**src/rtl/muldiv_if.sv**
```systemverilog
// muldiv_if -- request/result bundle between a control unit and muldiv_unit.
//
// Signals:
//   start        request to begin an operation (sampled on rising clk)
//   alu_op[5:0]  MULT 6'b011000, MULTU 6'b011001, DIV 6'b011010, DIVU 6'b011011
//   a[31:0]      rs operand: multiplicand or dividend
//   b[31:0]      rt operand: multiplier or divisor
//   busy         operation in progress
//   done         one-cycle pulse in the cycle a result is committed
//   hi[31:0]     HI register
//   lo[31:0]     LO register
//   div_by_zero  one-cycle pulse with done when a divide had divisor 0
//
// Modports: master drives the request side, slave is the arithmetic unit.
interface muldiv_if;
   logic        start;
   logic [5:0]  alu_op;
   logic [31:0] a;
   logic [31:0] b;
   logic        busy;
   logic        done;
   logic [31:0] hi;
   logic [31:0] lo;
   logic        div_by_zero;

   modport master (
      output start, alu_op, a, b,
      input  busy, done, hi, lo, div_by_zero
   );

   modport slave (
      input  start, alu_op, a, b,
      output busy, done, hi, lo, div_by_zero
   );
endinterface

```
**src/rtl/muldiv_unit.sv**
```systemverilog
// muldiv_unit -- iterative 32x32 multiply / divide unit with HI/LO registers.
//
// Multiply is a 32-step shift-add on operand magnitudes; divide is a 32-step
// restoring shift-subtract on magnitudes. Signs are applied in a single FIX
// cycle before HI/LO are committed. A divide by zero skips the iteration and
// commits hi=a, lo=32'hFFFFFFFF with a div_by_zero pulse.
//
// Configuration macro: MULDIV_DIV_EN
//   defined   -> DIV/DIVU supported
//   undefined -> divide datapath removed, DIV/DIVU ignored like any other
//                unknown code, div_by_zero held at 0
//
// Ports:
//   clk  rising-edge clock
//   rst  asynchronous active-high reset
//   bus  muldiv_if.slave (start, alu_op, a, b in; busy, done, hi, lo,
//        div_by_zero out, all outputs registered)
module muldiv_unit (
   input  logic    clk,
   input  logic    rst,
   muldiv_if.slave bus
);

   localparam logic [5:0] OP_MULT  = 6'b011000;
   localparam logic [5:0] OP_MULTU = 6'b011001;
`ifdef MULDIV_DIV_EN
   localparam logic [5:0] OP_DIV   = 6'b011010;
   localparam logic [5:0] OP_DIVU  = 6'b011011;
`endif

   typedef enum logic [1:0] {
      ST_IDLE = 2'd0,
      ST_CALC = 2'd1,
      ST_FIX  = 2'd2
   } state_t;

   // Magnitude of a 32-bit operand; 32'h80000000 maps to itself (2^31 unsigned).
   function automatic logic [31:0] mag32(input logic [31:0] x, input logic sgn);
      mag32 = (sgn && x[31]) ? (~x + 32'd1) : x;
   endfunction

   state_t      state_r;
   state_t      state_nxt_s;
   logic [5:0]  cnt_r;
   logic [63:0] work_r;       // multiply: {partial, multiplier}; divide: {remainder, quotient}
   logic [31:0] opnd_r;       // multiplicand magnitude or divisor magnitude
   logic        neg_lo_r;     // product / quotient must be negated
   logic        busy_r;
   logic        done_r;
   logic [31:0] hi_r;
   logic [31:0] lo_r;

   logic        op_ok_s;
   logic        op_signed_s;
   logic        zero_div_s;
   logic        load_s;
   logic        commit_s;
   logic [31:0] a_mag_s;
   logic [31:0] b_mag_s;
   logic [63:0] step_s;
   logic [32:0] sum_s;
   logic [63:0] prod_s;
   logic [31:0] res_hi_s;
   logic [31:0] res_lo_s;

`ifdef MULDIV_DIV_EN
   logic        op_div_s;
   logic        is_div_r;
   logic        neg_hi_r;     // remainder takes the dividend sign
   logic        dbz_r;        // current operation is a divide by zero
   logic        dbz_out_r;
   logic [31:0] a_r;          // raw dividend, committed to hi on divide by zero
   logic [32:0] shl_s;
   logic [31:0] diff_s;
   logic        ge_s;
`endif

   // Opcode decode: which codes are accepted and whether they are signed.
   always_comb begin
      op_ok_s     = 1'b0;
      op_signed_s = 1'b0;
`ifdef MULDIV_DIV_EN
      op_div_s    = 1'b0;
`endif
      case (bus.alu_op)
         OP_MULT: begin
            op_ok_s     = 1'b1;
            op_signed_s = 1'b1;
         end
         OP_MULTU: begin
            op_ok_s     = 1'b1;
         end
`ifdef MULDIV_DIV_EN
         OP_DIV: begin
            op_ok_s     = 1'b1;
            op_signed_s = 1'b1;
            op_div_s    = 1'b1;
         end
         OP_DIVU: begin
            op_ok_s     = 1'b1;
            op_div_s    = 1'b1;
         end
`endif
         default: begin
            op_ok_s     = 1'b0;
         end
      endcase
   end

   assign a_mag_s = mag32(bus.a, op_signed_s);
   assign b_mag_s = mag32(bus.b, op_signed_s);

`ifdef MULDIV_DIV_EN
   assign zero_div_s = op_div_s && (bus.b == 32'd0);
`else
   assign zero_div_s = 1'b0;
`endif

   // One iteration of the multiply (and, if built, divide) datapath.
   always_comb begin
      sum_s  = {1'b0, work_r[63:32]} + (work_r[0] ? {1'b0, opnd_r} : 33'd0);
      step_s = {sum_s, work_r[31:1]};
`ifdef MULDIV_DIV_EN
      // Shift the next dividend bit into the partial remainder and try to subtract.
      shl_s  = work_r[63:31];
      ge_s   = (shl_s >= {1'b0, opnd_r});
      diff_s = shl_s[31:0] - opnd_r;
      if (is_div_r) begin
         step_s = {(ge_s ? diff_s : shl_s[31:0]), work_r[30:0], ge_s};
      end else begin
         step_s = {sum_s, work_r[31:1]};
      end
`endif
   end

   // Sign correction of the finished magnitude result.
   always_comb begin
      prod_s   = neg_lo_r ? (~work_r + 64'd1) : work_r;
      res_hi_s = prod_s[63:32];
      res_lo_s = prod_s[31:0];
`ifdef MULDIV_DIV_EN
      if (dbz_r) begin
         res_hi_s = a_r;
         res_lo_s = 32'hFFFF_FFFF;
      end else if (is_div_r) begin
         res_hi_s = neg_hi_r ? (~work_r[63:32] + 32'd1) : work_r[63:32];
         res_lo_s = neg_lo_r ? (~work_r[31:0] + 32'd1) : work_r[31:0];
      end else begin
         res_hi_s = prod_s[63:32];
         res_lo_s = prod_s[31:0];
      end
`endif
   end

   // FSM state register.
   always_ff @(posedge clk or posedge rst) begin
      if (rst) begin
         state_r <= ST_IDLE;
      end else begin
         state_r <= state_nxt_s;
      end
   end

   // FSM next state and control strobes.
   always_comb begin
      state_nxt_s = state_r;
      load_s      = 1'b0;
      commit_s    = 1'b0;
      case (state_r)
         ST_IDLE: begin
            if (bus.start && op_ok_s) begin
               load_s      = 1'b1;
               state_nxt_s = zero_div_s ? ST_FIX : ST_CALC;
            end else begin
               state_nxt_s = ST_IDLE;
            end
         end
         ST_CALC: begin
            // Counter holds the iterations left, including the current one.
            if (cnt_r == 6'd1) begin
               state_nxt_s = ST_FIX;
            end else begin
               state_nxt_s = ST_CALC;
            end
         end
         ST_FIX: begin
            commit_s    = 1'b1;
            state_nxt_s = ST_IDLE;
         end
         default: begin
            state_nxt_s = ST_IDLE;
         end
      endcase
   end

   // Operand capture and iteration datapath.
   always_ff @(posedge clk or posedge rst) begin
      if (rst) begin
         cnt_r    <= 6'd0;
         work_r   <= 64'd0;
         opnd_r   <= 32'd0;
         neg_lo_r <= 1'b0;
`ifdef MULDIV_DIV_EN
         is_div_r <= 1'b0;
         neg_hi_r <= 1'b0;
         dbz_r    <= 1'b0;
         a_r      <= 32'd0;
`endif
      end else if (load_s) begin
         cnt_r    <= zero_div_s ? 6'd0 : 6'd32;
         neg_lo_r <= op_signed_s & (bus.a[31] ^ bus.b[31]);
`ifdef MULDIV_DIV_EN
         is_div_r <= op_div_s;
         neg_hi_r <= op_signed_s & bus.a[31];
         dbz_r    <= zero_div_s;
         a_r      <= bus.a;
         if (op_div_s) begin
            work_r <= {32'd0, a_mag_s};
            opnd_r <= b_mag_s;
         end else begin
            work_r <= {32'd0, b_mag_s};
            opnd_r <= a_mag_s;
         end
`else
         work_r   <= {32'd0, b_mag_s};
         opnd_r   <= a_mag_s;
`endif
      end else if (state_r == ST_CALC) begin
         cnt_r    <= cnt_r - 6'd1;
         work_r   <= step_s;
      end else begin
         cnt_r    <= cnt_r;
         work_r   <= work_r;
      end
   end

   // Registered outputs: busy, done pulse and HI/LO commit.
   always_ff @(posedge clk or posedge rst) begin
      if (rst) begin
         busy_r <= 1'b0;
         done_r <= 1'b0;
         hi_r   <= 32'd0;
         lo_r   <= 32'd0;
      end else begin
         busy_r <= (state_nxt_s != ST_IDLE);
         done_r <= commit_s;
         if (commit_s) begin
            hi_r <= res_hi_s;
            lo_r <= res_lo_s;
         end else begin
            hi_r <= hi_r;
            lo_r <= lo_r;
         end
      end
   end

`ifdef MULDIV_DIV_EN
   // Divide-by-zero flag pulses together with done.
   always_ff @(posedge clk or posedge rst) begin
      if (rst) begin
         dbz_out_r <= 1'b0;
      end else begin
         dbz_out_r <= commit_s & dbz_r;
      end
   end

   assign bus.div_by_zero = dbz_out_r;
`else
   assign bus.div_by_zero = 1'b0;
`endif

   assign bus.busy = busy_r;
   assign bus.done = done_r;
   assign bus.hi   = hi_r;
   assign bus.lo   = lo_r;

endmodule

```
**src/flat_wrapper.sv**
```systemverilog
// flat-port wrapper written by rule: the top's interface ports become plain ports
module muldiv_unit_flat 
  (clk, rst, bus_start, bus_alu_op, bus_a, bus_b, bus_busy, bus_done, bus_hi, bus_lo, bus_div_by_zero);
  muldiv_if bus_i ();
  input  logic clk;
  input  logic rst;
  input wire logic [$bits(bus_i.start)-1:0] bus_start;
  input wire logic [$bits(bus_i.alu_op)-1:0] bus_alu_op;
  input wire logic [$bits(bus_i.a)-1:0] bus_a;
  input wire logic [$bits(bus_i.b)-1:0] bus_b;
  output wire logic [$bits(bus_i.busy)-1:0] bus_busy;
  output wire logic [$bits(bus_i.done)-1:0] bus_done;
  output wire logic [$bits(bus_i.hi)-1:0] bus_hi;
  output wire logic [$bits(bus_i.lo)-1:0] bus_lo;
  output wire logic [$bits(bus_i.div_by_zero)-1:0] bus_div_by_zero;
  assign bus_i.start = bus_start;
  assign bus_i.alu_op = bus_alu_op;
  assign bus_i.a = bus_a;
  assign bus_i.b = bus_b;
  assign bus_busy = bus_i.busy;
  assign bus_done = bus_i.done;
  assign bus_hi = bus_i.hi;
  assign bus_lo = bus_i.lo;
  assign bus_div_by_zero = bus_i.div_by_zero;
  muldiv_unit u_core (.clk(clk), .rst(rst), .bus(bus_i));
endmodule
```
**config.mk**
```make
export PLATFORM = sky130hd
export DESIGN_NAME = muldiv_unit_flat
export DESIGN_NICKNAME = d
export VERILOG_FILES = /design/src/rtl/muldiv_if.sv /design/src/rtl/muldiv_unit.sv /design/src/flat_wrapper.sv
export SDC_FILE = /design/constraint.sdc
export NUM_CORES = 1
export LEC_CHECK = 0
export BUFFER_PORTS_ARGS = -buffer_cell sky130_fd_sc_hd__clkbuf_2
export CORE_UTILIZATION = 45
export CTS_CLUSTER_DIAMETER = 40
export DETAILED_ROUTE_END_ITERATION = 8
export PLACE_DENSITY = 0.62
export SLEW_MARGIN = 10
export SYNTH_ARGS = -nofsm -noshare
export SYNTH_HDL_FRONTEND = slang
export SYNTH_SLANG_ARGS = --single-unit
```
**constraint.sdc**
```tcl
create_clock -name clk -period 6.85 [get_ports clk]
set_input_delay 0.3425 -clock clk [delete_from_list [all_inputs] [get_ports clk]]
set_output_delay 0.3425 -clock clk [all_outputs]
set_load 0.1 [all_outputs]
```
Yosys cells after proc, flatten, opt, wreduce, memory -nomap -nowiden
Index checks and enable logic that the tools add are counted.
- add/subtract/negate cells: 5
- eq/ne operators: 5
- bitwise logic cells: 5
- reductions and logical operators: 7
- muxes and demuxes: 16
- operators with widths (operator ; number):
    2-to-1 mux 64 bit ; 3
    2-to-1 mux 32 bit ; 3
    adder 32 x 1 -> 32 bit, second input constant ; 2
    adder 64 x 1 -> 64 bit, second input constant ; 1
    NOT 32 bit ; 2
    NOT 64 bit ; 1
    adder 32 x 33 -> 33 bit ; 1
    == test 6 x 5 -> 1 bit, second input constant ; 2
    2-to-1 mux 6 bit ; 2
    == test 6 x 1 -> 1 bit, second input constant ; 1
    2-to-1 mux 1 bit ; 6
    subtractor 6 x 1 -> 6 bit, second input constant ; 1
    one-hot mux 2 bit (2 select lines) ; 1
    nonzero test 2 bit ; 2
    logical AND 1 bit ; 3
    == test 2 x 1 -> 1 bit, second input constant ; 1
    == test 2 bit, second input constant ; 1
    logical NOT 2 bit ; 1
    2-to-1 mux 2 bit ; 1
    OR reduction 2 bit ; 1
    AND 1 bit ; 1
    bitwise XOR 1 bit ; 1
- output and inout bits: 67
- register bits: 171

Depth between registers and ports, before layout
Gate-level depths: netlist of run 1.
- word-level depth: 7
- depth in mapped cells: 12

Worst setup path after synthesis of run 1
OpenSTA, ideal clock, no wires.
- path kind: register to register
- from: reg u_core.work_r[0]
- to: reg u_core.work_r[60]
- buffers on the path: 1
- required time: 6781 ps
- stages on the path, launching flop included: 11
- slack: 3974 ps
- setup time: 69 ps
- data arrival time: 2807 ps
- path through: dfrtp_1 -> clkbuf_1 -> and2_1 -> ha_1 -> nand4_1 -> a21oi_1 -> and3b_1 -> o31ai_1 -> a31oi_1 -> or4_1 -> nand3_1
- word-level cells in the longest chain between the ends: 4
- ends and longest elaborated chain (element ; line ; text):
    start, declared ; muldiv_unit.sv:45 ; logic [63:0] work_r;
    start signal, assigned ; muldiv_unit.sv:225 ; work_r <= {32'd0, b_mag_s};
    start signal, assigned ; muldiv_unit.sv:230 ; work_r <= step_s;
    start signal, assigned ; muldiv_unit.sv:233 ; work_r <= work_r;
    2-to-1 mux 32 bit ; muldiv_unit.sv:121 ; sum_s = {1'b0, work_r[63:32]} + (work_r[0] ? {1'b0, opnd_r} : 33'd0);
    adder 32 x 33 -> 33 bit ; muldiv_unit.sv:121 ;
    2-to-1 mux 64 bit ; muldiv_unit.sv:228 ; end else if (state_r == ST_CALC) begin
    2-to-1 mux 64 bit ; muldiv_unit.sv:209 ; end else if (load_s) begin
Every way passes these cells. The select of a mux whose other input is x is not followed.
A chain may end at the register's enable or synchronous reset.

Worst setup path after layout of run 1
Ends and elaborated chain as after synthesis.

==> flow_metrics.tcl, run 1 <==
set metrics [dict create \
    use_met3_pct 4.19 \
    worstPathBufferInverterCount 0 \
    dieWidth_microns 158 \
    global_route.usage.met1_pct 38.8 \
    cts_htree_levels 4 \
    place.detailed.hpwl_mm 21.8 \
    die_area_sq_um 24900 \
    initial_core_util_pct 46.3 \
    synth_top_cell_by_area "dfrtp_1" \
    report.final.setup_viol 0 \
    worstSetupStartpointType "register" \
    fin_skew_ns 0.0147 \
    routed_wirelength_mm 29.1 \
    design.final.nets 1510 \
    grt_use_met2_pct 32.1 \
    final-hold-violation-count 0 \
    clkLatencyLatePin_ns 0.43 \
    synthToLayoutAreaGrowth_pct 14.1 \
    synthesis.instances 1301 \
    ioPinCount 140 \
    vias_in_the_first_global_route 8598 \
    cp_slowest_cell "o31ai_1" \
    drtAntennaViolNets 0 \
    clock_sink_count 171 \
    synth.distinct_cells 62 \
    worstReg2RegEnd "u_core.work_r[60]$_DFFE_PP0P_" \
    synth.yosys.warnings 0 \
    row_count 56 \
    worst_ir_drop_vdd_v 0.000178 \
    final-max-slew-violation-count 0 \
    grt_pass1_wl_mm 46.5 \
    timing.critical_path.arrival_ns 4.04 \
    crit_family "simple AND/OR/NAND/NOR gates" \
    ctsResizeCount 0 \
    cp-startpoint "u_core.work_r[0]$_DFFE_PP0P_" \
    critical_path.cell_chain "and2_1 > ha_1 > nand4_1 > a21oi_1 > and3b_1 > o31ai_1 > a31oi_1 > or4_1 > nand3_1" \
    worst_reg2reg_setup_slack_ns 3.17 \
    cts_tree "built" \
    drt_iter0_markers 714 \
    drv.max_cap_violation_count 0 \
    routed-via-count 9619 \
    syn-mean-instance-area_sq_um 8.39 \
    global_route.overflow_total 0 \
    tritoncts.num_buffers 17 \
    grt.total_usage_pct 23.9 \
    top_cells_by_area_in_the_synthesized_netlist "dfrtp_1 39%, xor2_1 7.4%, nand2_1 7.1%" \
    top_achievable_clock_speed_mhz 272 \
    wl_per_cell_microns 16.8 \
    synth.yosys.seq_area_share_pct 39.2 \
    p_total_w 0.00543 \
    post_synthesis_instance_area_sq_um 10900 \
    global_route.peak_usage_layer "met1" \
    layout-drive-gt1-share_pct 14.4 \
    dieHeight_microns 158 \
    drtPass1Iterations 5 \
    leakagePower_nw 5.62 \
    actual_transition_at_the_worst_max_transition_pin_ns 1.09 \
    timing.critical_path.slowest_cell_delay_ns 0.80 \
    postSynth.topFlopCell "dfrtp_1" \
    crit_fanout 35 \
    grt_start_max_net_pins 130 \
    nFillCells 2351 \
    critical_path_required_ns 7.21 \
    gp_weighted_congestion 0.934 \
    post-place-cells 1699 \
    port_buffers 138 \
    initial_antenna_violation_count 0 \
    run_status "complete, no violations" \
    criticalPathCategory "register to register" \
    post-route-period-util_pct 53.7 \
    root_buffer "clkbuf_16" \
    timing.setup.tns_ns 0 \
    capture_point_of_the_critical_path "u_core.work_r[60]$_DFFE_PP0P_" \
    slew_headroom_pct 27.1 \
    postSynthRegisterBits 171 \
    non_filler_cells_final 1731 \
    crit_cells 9 \
    rsz0062_at_grt "false" \
    clk_pin_slew_worst_paths_ns 0.08 \
    synth.net_count 1412 \
    postSynth.asyncResetShare_pct 100 \
    max_buffers_root_to_sink 2 \
    period_minus_slack_ns 3.68 \
    drt_drc_violations_left 0 \
    edff_count_synth 0 \
    power_per_cell_area_nw_per_um2 436 \
    core-area_sq_um 23600 \
    critical_path.endpoint_type "register" \
    postCtsSetupBuffers 0 \
    routed_via_density 5.56 \
    hold_class "input pin to async pin" \
    timing.rr.start "u_core.work_r[0]$_DFFE_PP0P_" \
    worst-r2r-cell-count 9 \
    antenna_cells 0 \
    post_cts_hold_buffer_count 0 \
    synthDominantCellAreaShare_pct 39.2 \
    postLayoutCoreUtil_pct 52.8 \
]
==> sequential cells by signal, indices dropped and copies added (netlist names) <==
register         flops
u_core.bus.hi       32
u_core.bus.busy      1
u_core.work_r       64
u_core.state_r       2
u_core.bus.lo       32
u_core.opnd_r       32
u_core.cnt_r         6
u_core.neg_lo_r      1
u_core.bus.done      1
==> layout by cell type (no fill, tap or decap), drive strengths merged, types with 5 or more instances in the layout <==
cell      n
a21o      6
a21oi    87
a22oi     5
a31oi    33
and2     34
and3     11
buf       9
clkbuf  155
clkinv    5
dfrtp   171
ha       37
inv      44
nand2   208
nand2b    5
nand3    21
nand4    11
nor2     80
nor3     27
nor4     15
o211ai    6
o21ai   152
o22ai     9
o31ai    34
o41ai    14
or3      17
or4      15
xnor2    56
xor2     92
==> cell type report <==
cell class | count | area (sq um) | share of cell area [%]
sequential | 171 | 4280 | 34.3
clock buffer | 17 | 425 | 3.41
inverter | 36 | 140 | 1.12
timing repair buffer | 147 | 758 | 6.08
clock inverter | 15 | 196 | 1.58
multi-input combinational | 1026 | 6270 | 50.3
tap | 319 | 399 | 3.20
==> worst min-delay path by stage <==
stage,startpoint,end,cells past startpoint
detailed placement,u_core.opnd_r[25]$_DFFE_PP0N_,u_core.opnd_r[25]$_DFFE_PP0N_,2
global route,rst,u_core.bus.lo[17]$_DFFE_PP0P_,2
floorplan,u_core.opnd_r[0]$_DFFE_PP0N_,u_core.opnd_r[0]$_DFFE_PP0N_,2
finish,rst,u_core.bus.lo[16]$_DFFE_PP0P_,2
global placement,u_core.opnd_r[27]$_DFFE_PP0N_,u_core.opnd_r[27]$_DFFE_PP0N_,2
CTS,rst,u_core.bus.lo[17]$_DFFE_PP0P_,2
==> report_power, final <==
group	internal [W]	leakage, nW	switching [W]
registers	0.00133	2.22	0.000457
clock network	0.000560	0.305	0.000473
logic	0.000864	3.09	0.00175
==> stage by stage <==
step / worst slack, ns / instance area [sq um] / hold WS (ns)
2_1_floorplan: 1.88 / 10900 / 0.442
3_3_place_gp: 3.32 / 11800 / 0.457
3_5_place_dp: 3.23 / 11800 / 0.464
4_1_cts: 3.21 / 12500 / 0.125
5_1_grt: 2.88 / 12500 / 0.155
6_report: 3.17 / 12500 / 0.0450
==> cells in the mapped netlist (all sizes together), types with 14 or more instances <==
cell type / number
nand2: 208
dfrtp: 171
o21ai: 152
xor2: 92
a21oi: 87
nor2: 80
clkbuf: 65
xnor2: 56
ha: 37
inv: 36
and2: 34
o31ai: 34
a31oi: 33
nor3: 27
nand3: 21
or3: 17
nor4: 15
or4: 15
o41ai: 14
==> kinds of logic (layout without fill, tap and decap cells) <==
family                     Yosys count  in the layout  synth area share, %
AOI/OAI and AO/OA                  373            373                 20.4
xor gates and xnor gates           148            148                 11.9
adders and majority gates           38             38                 4.42
buffers and inverters              104            215                 3.68
DFF                                171            171                 39.2
muxes                                4              4                0.367
other                                1              1               0.0343
and+or+nand+nor                    462            462                 20.1
==> metal layers <==
| layer | wire length, microns | vias to the layer above |
|---|---|---|
| met5 | 0 | - |
| met4 | 252 | 0 |
| met3 | 1940 | 21 |
| met2 | 11400 | 310 |
| met1 | 15500 | 4467 |
| li1 | - | 4821 |
Power figures use the tool's default switching activity.
==> inputs of run 2 (changes only) <==
clock period = 3.6 ns   (was 6.85 ns; I/O delays follow)
==> flow_metrics.tcl, run 2 (synthesis results as in run 1) <==
set metrics [dict create \
    fin_skew_ns 0.0139 \
    row_count 56 \
    cts_tree "built" \
    period_minus_slack_ns 3.27 \
    antenna_cells 0 \
    cp-startpoint "u_core.work_r[20]$_DFFE_PP0P_" \
    actual_transition_at_the_worst_max_transition_pin_ns 1.12 \
    grt.total_usage_pct 23.7 \
    ctsResizeCount 0 \
    grt_start_max_net_pins 130 \
    slew_headroom_pct 25.6 \
    critical_path.endpoint_type "register" \
    dieWidth_microns 158 \
    drv.max_cap_violation_count 0 \
    synthToLayoutAreaGrowth_pct 15.1 \
    drtPass1Iterations 7 \
    seqPwrFrac_pct 32.5 \
    critical_path_required_ns 3.87 \
    port_buffers 138 \
    timing.critical_path.slowest_cell_delay_ns 0.63 \
    layout-drive-gt1-share_pct 15.0 \
    max_flop_register "u_core.work_r" \
    global_route.overflow_total 0 \
    worst_ir_drop_vdd_v 0.000316 \
    tritoncts.num_buffers 17 \
    drt_drc_violations_left 0 \
    rsz0062_at_grt "false" \
    power.share.clock_pct 18.4 \
    cts_htree_levels 4 \
    power_per_cell_area_nw_per_um2 818 \
    vias_in_the_first_global_route 8463 \
    worstSetupStartpointType "register" \
    gp_weighted_congestion 0.922 \
    final_area_sq_um 12600 \
    initial_antenna_violation_count 0 \
    clock_sink_count 171 \
    timing.hold.worst_path_depth 3 \
    timing.critical_path.mode_cell "or4_4" \
    dieHeight_microns 158 \
    p_sw_w 0.00507 \
    drt_iter0_markers 701 \
    run_status "complete, no violations" \
    layout_commonest_cell "nand2_1" \
    initial_core_util_pct 46.3 \
    routed-via-count 9682 \
    timing.hold.ws_ns 0.0278 \
    internal_power_w 0.00522 \
    criticalPathCategory "register to register" \
    routed_wirelength_mm 28.9 \
    final-max-slew-violation-count 0 \
    cp_slowest_cell "nor4_1" \
    power.switching_fraction_pct 49.3 \
    critical_path.cell_chain "or4_4 > or4_4 > nor4_1 > nand3_1 > o31ai_1 > xor2_1 > o21ai_0" \
    top_achievable_clock_speed_mhz 306 \
    die_area_sq_um 24900 \
    hold_class "input pin to register" \
    worst-r2r-cell-count 7 \
    postLayoutCoreUtil_pct 53.2 \
    most-common-layout-cells "206 x nand2_1, 171 x dfrtp_1, 146 x o21ai_0" \
    timing.rr.start "u_core.work_r[20]$_DFFE_PP0P_" \
    power_frac_comb_pct 49.1 \
    wl_per_cell_microns 16.6 \
    core-area_sq_um 23600 \
    place.detailed.hpwl_mm 21.9 \
    routed_via_density 5.56 \
    hold_path_startpoint "bus_a[1]" \
    dpl_cell_area_sq_um 12000 \
    largest_register_ff_count 64 \
    root_buffer "clkbuf_16" \
    drtAntennaViolNets 0 \
    post-route-period-util_pct 90.8 \
    grt_pass1_wl_mm 46.0 \
    final-hold-violation-count 0 \
    timing.setup.tns_ns 0 \
    clk_pin_slew_worst_paths_ns 0.08 \
    leakagePower_nw 5.66 \
    design.final.nets 1520 \
    crit_fanout 7 \
    report.final.setup_viol 0 \
    timing.critical_path.arrival_ns 3.53 \
    clkLatencyLatePin_ns 0.44 \
    max_buffers_root_to_sink 2 \
    ioPinCount 140 \
    nFillCells 2270 \
]
[run 2: cell types whose count changed in the layout (fill, tap and decap cells not counted), moves of 2 or more]
cell,previous run,this run
buf_12,0,4
buf_4,9,14
inv_6,6,3
inv_8,3,5
clkinv_4,3,1
clkinvlp_4,0,4
[run 2: final timing paths]
| path | endpoint | slack [ns] |
|---|---|---|
| setup / recovery | u_core.bus.hi[20]$_DFFE_PP0P_ | 0.33 |
| hold reg to reg | u_core.opnd_r[24]$_DFFE_PP0N_ | 0.48 |
| min in group asynchronous | u_core.bus.lo[17]$_DFFE_PP0P_ | 0.49 |
| max in group asynchronous | u_core.work_r[49]$_DFFE_PP0P_ | 2.24 |
| setup reg to reg | u_core.bus.hi[20]$_DFFE_PP0P_ | 0.33 |
| hold / removal | u_core.opnd_r[1]$_DFFE_PP0N_ | 0.03 |
[run 2: cell type report]
cell class	instances	area, sq um	area share (%)
multi-input cells	1026	6260	49.8
flip-flops and latches	171	4280	34.1
repair buffers	157	886	7.05
clock buffers	17	425	3.39
well taps	319	399	3.18
clock inverters	15	176	1.40
inverters	36	139	1.11
[run 2: metal layers]
metal	part of all wire (%)	up-vias	track usage [%]
li1	-	4816	-
met3	5.6	20	2.76
met4	0.95	0	5.96
met5	0	-	0
met1	54	4548	38.9
met2	40	298	31.9
[run 2: power by group through the flow]
stage	registers [W]	logic (W)	clock network [W]
finish	0.00335	0.00505	0.00189
global route	0.00344	0.00557	0.00201
CTS	0.00332	0.00504	0.00192
detailed placement	0.00336	0.00501	0
global placement	0.00334	0.00499	0
floorplan	0.00388	0.00310	0
[run 2: per-stage QoR]
step,total power (W),setup slack [ns],std cells
after detailed placement,0.00837,0.451,1708
final,0.0103,0.331,1741
after global routing,0.0110,0.213,1741
after global placement,0.00833,0.504,1708
after CTS,0.0103,0.334,1741
after floorplan,0.00698,0.724,1301
[run 2: repair_timing]
| action | CTS | global route |
|---|---|---|
| setup buffers | 0 | 0 |
| hold buffers | 1 | 0 |
| endpoints found under the hold margin | 40 | 0 |
[run 2: worst max-delay path, delay by kind of cell (launching register included)]
| kind | cells | cell delay (ns) |
|---|---|---|
| compound gates | 2 | 0.44 |
| xor+xnor | 1 | 0.16 |
| flops | 1 | 0.47 |
| simple gates | 4 | 2.02 |
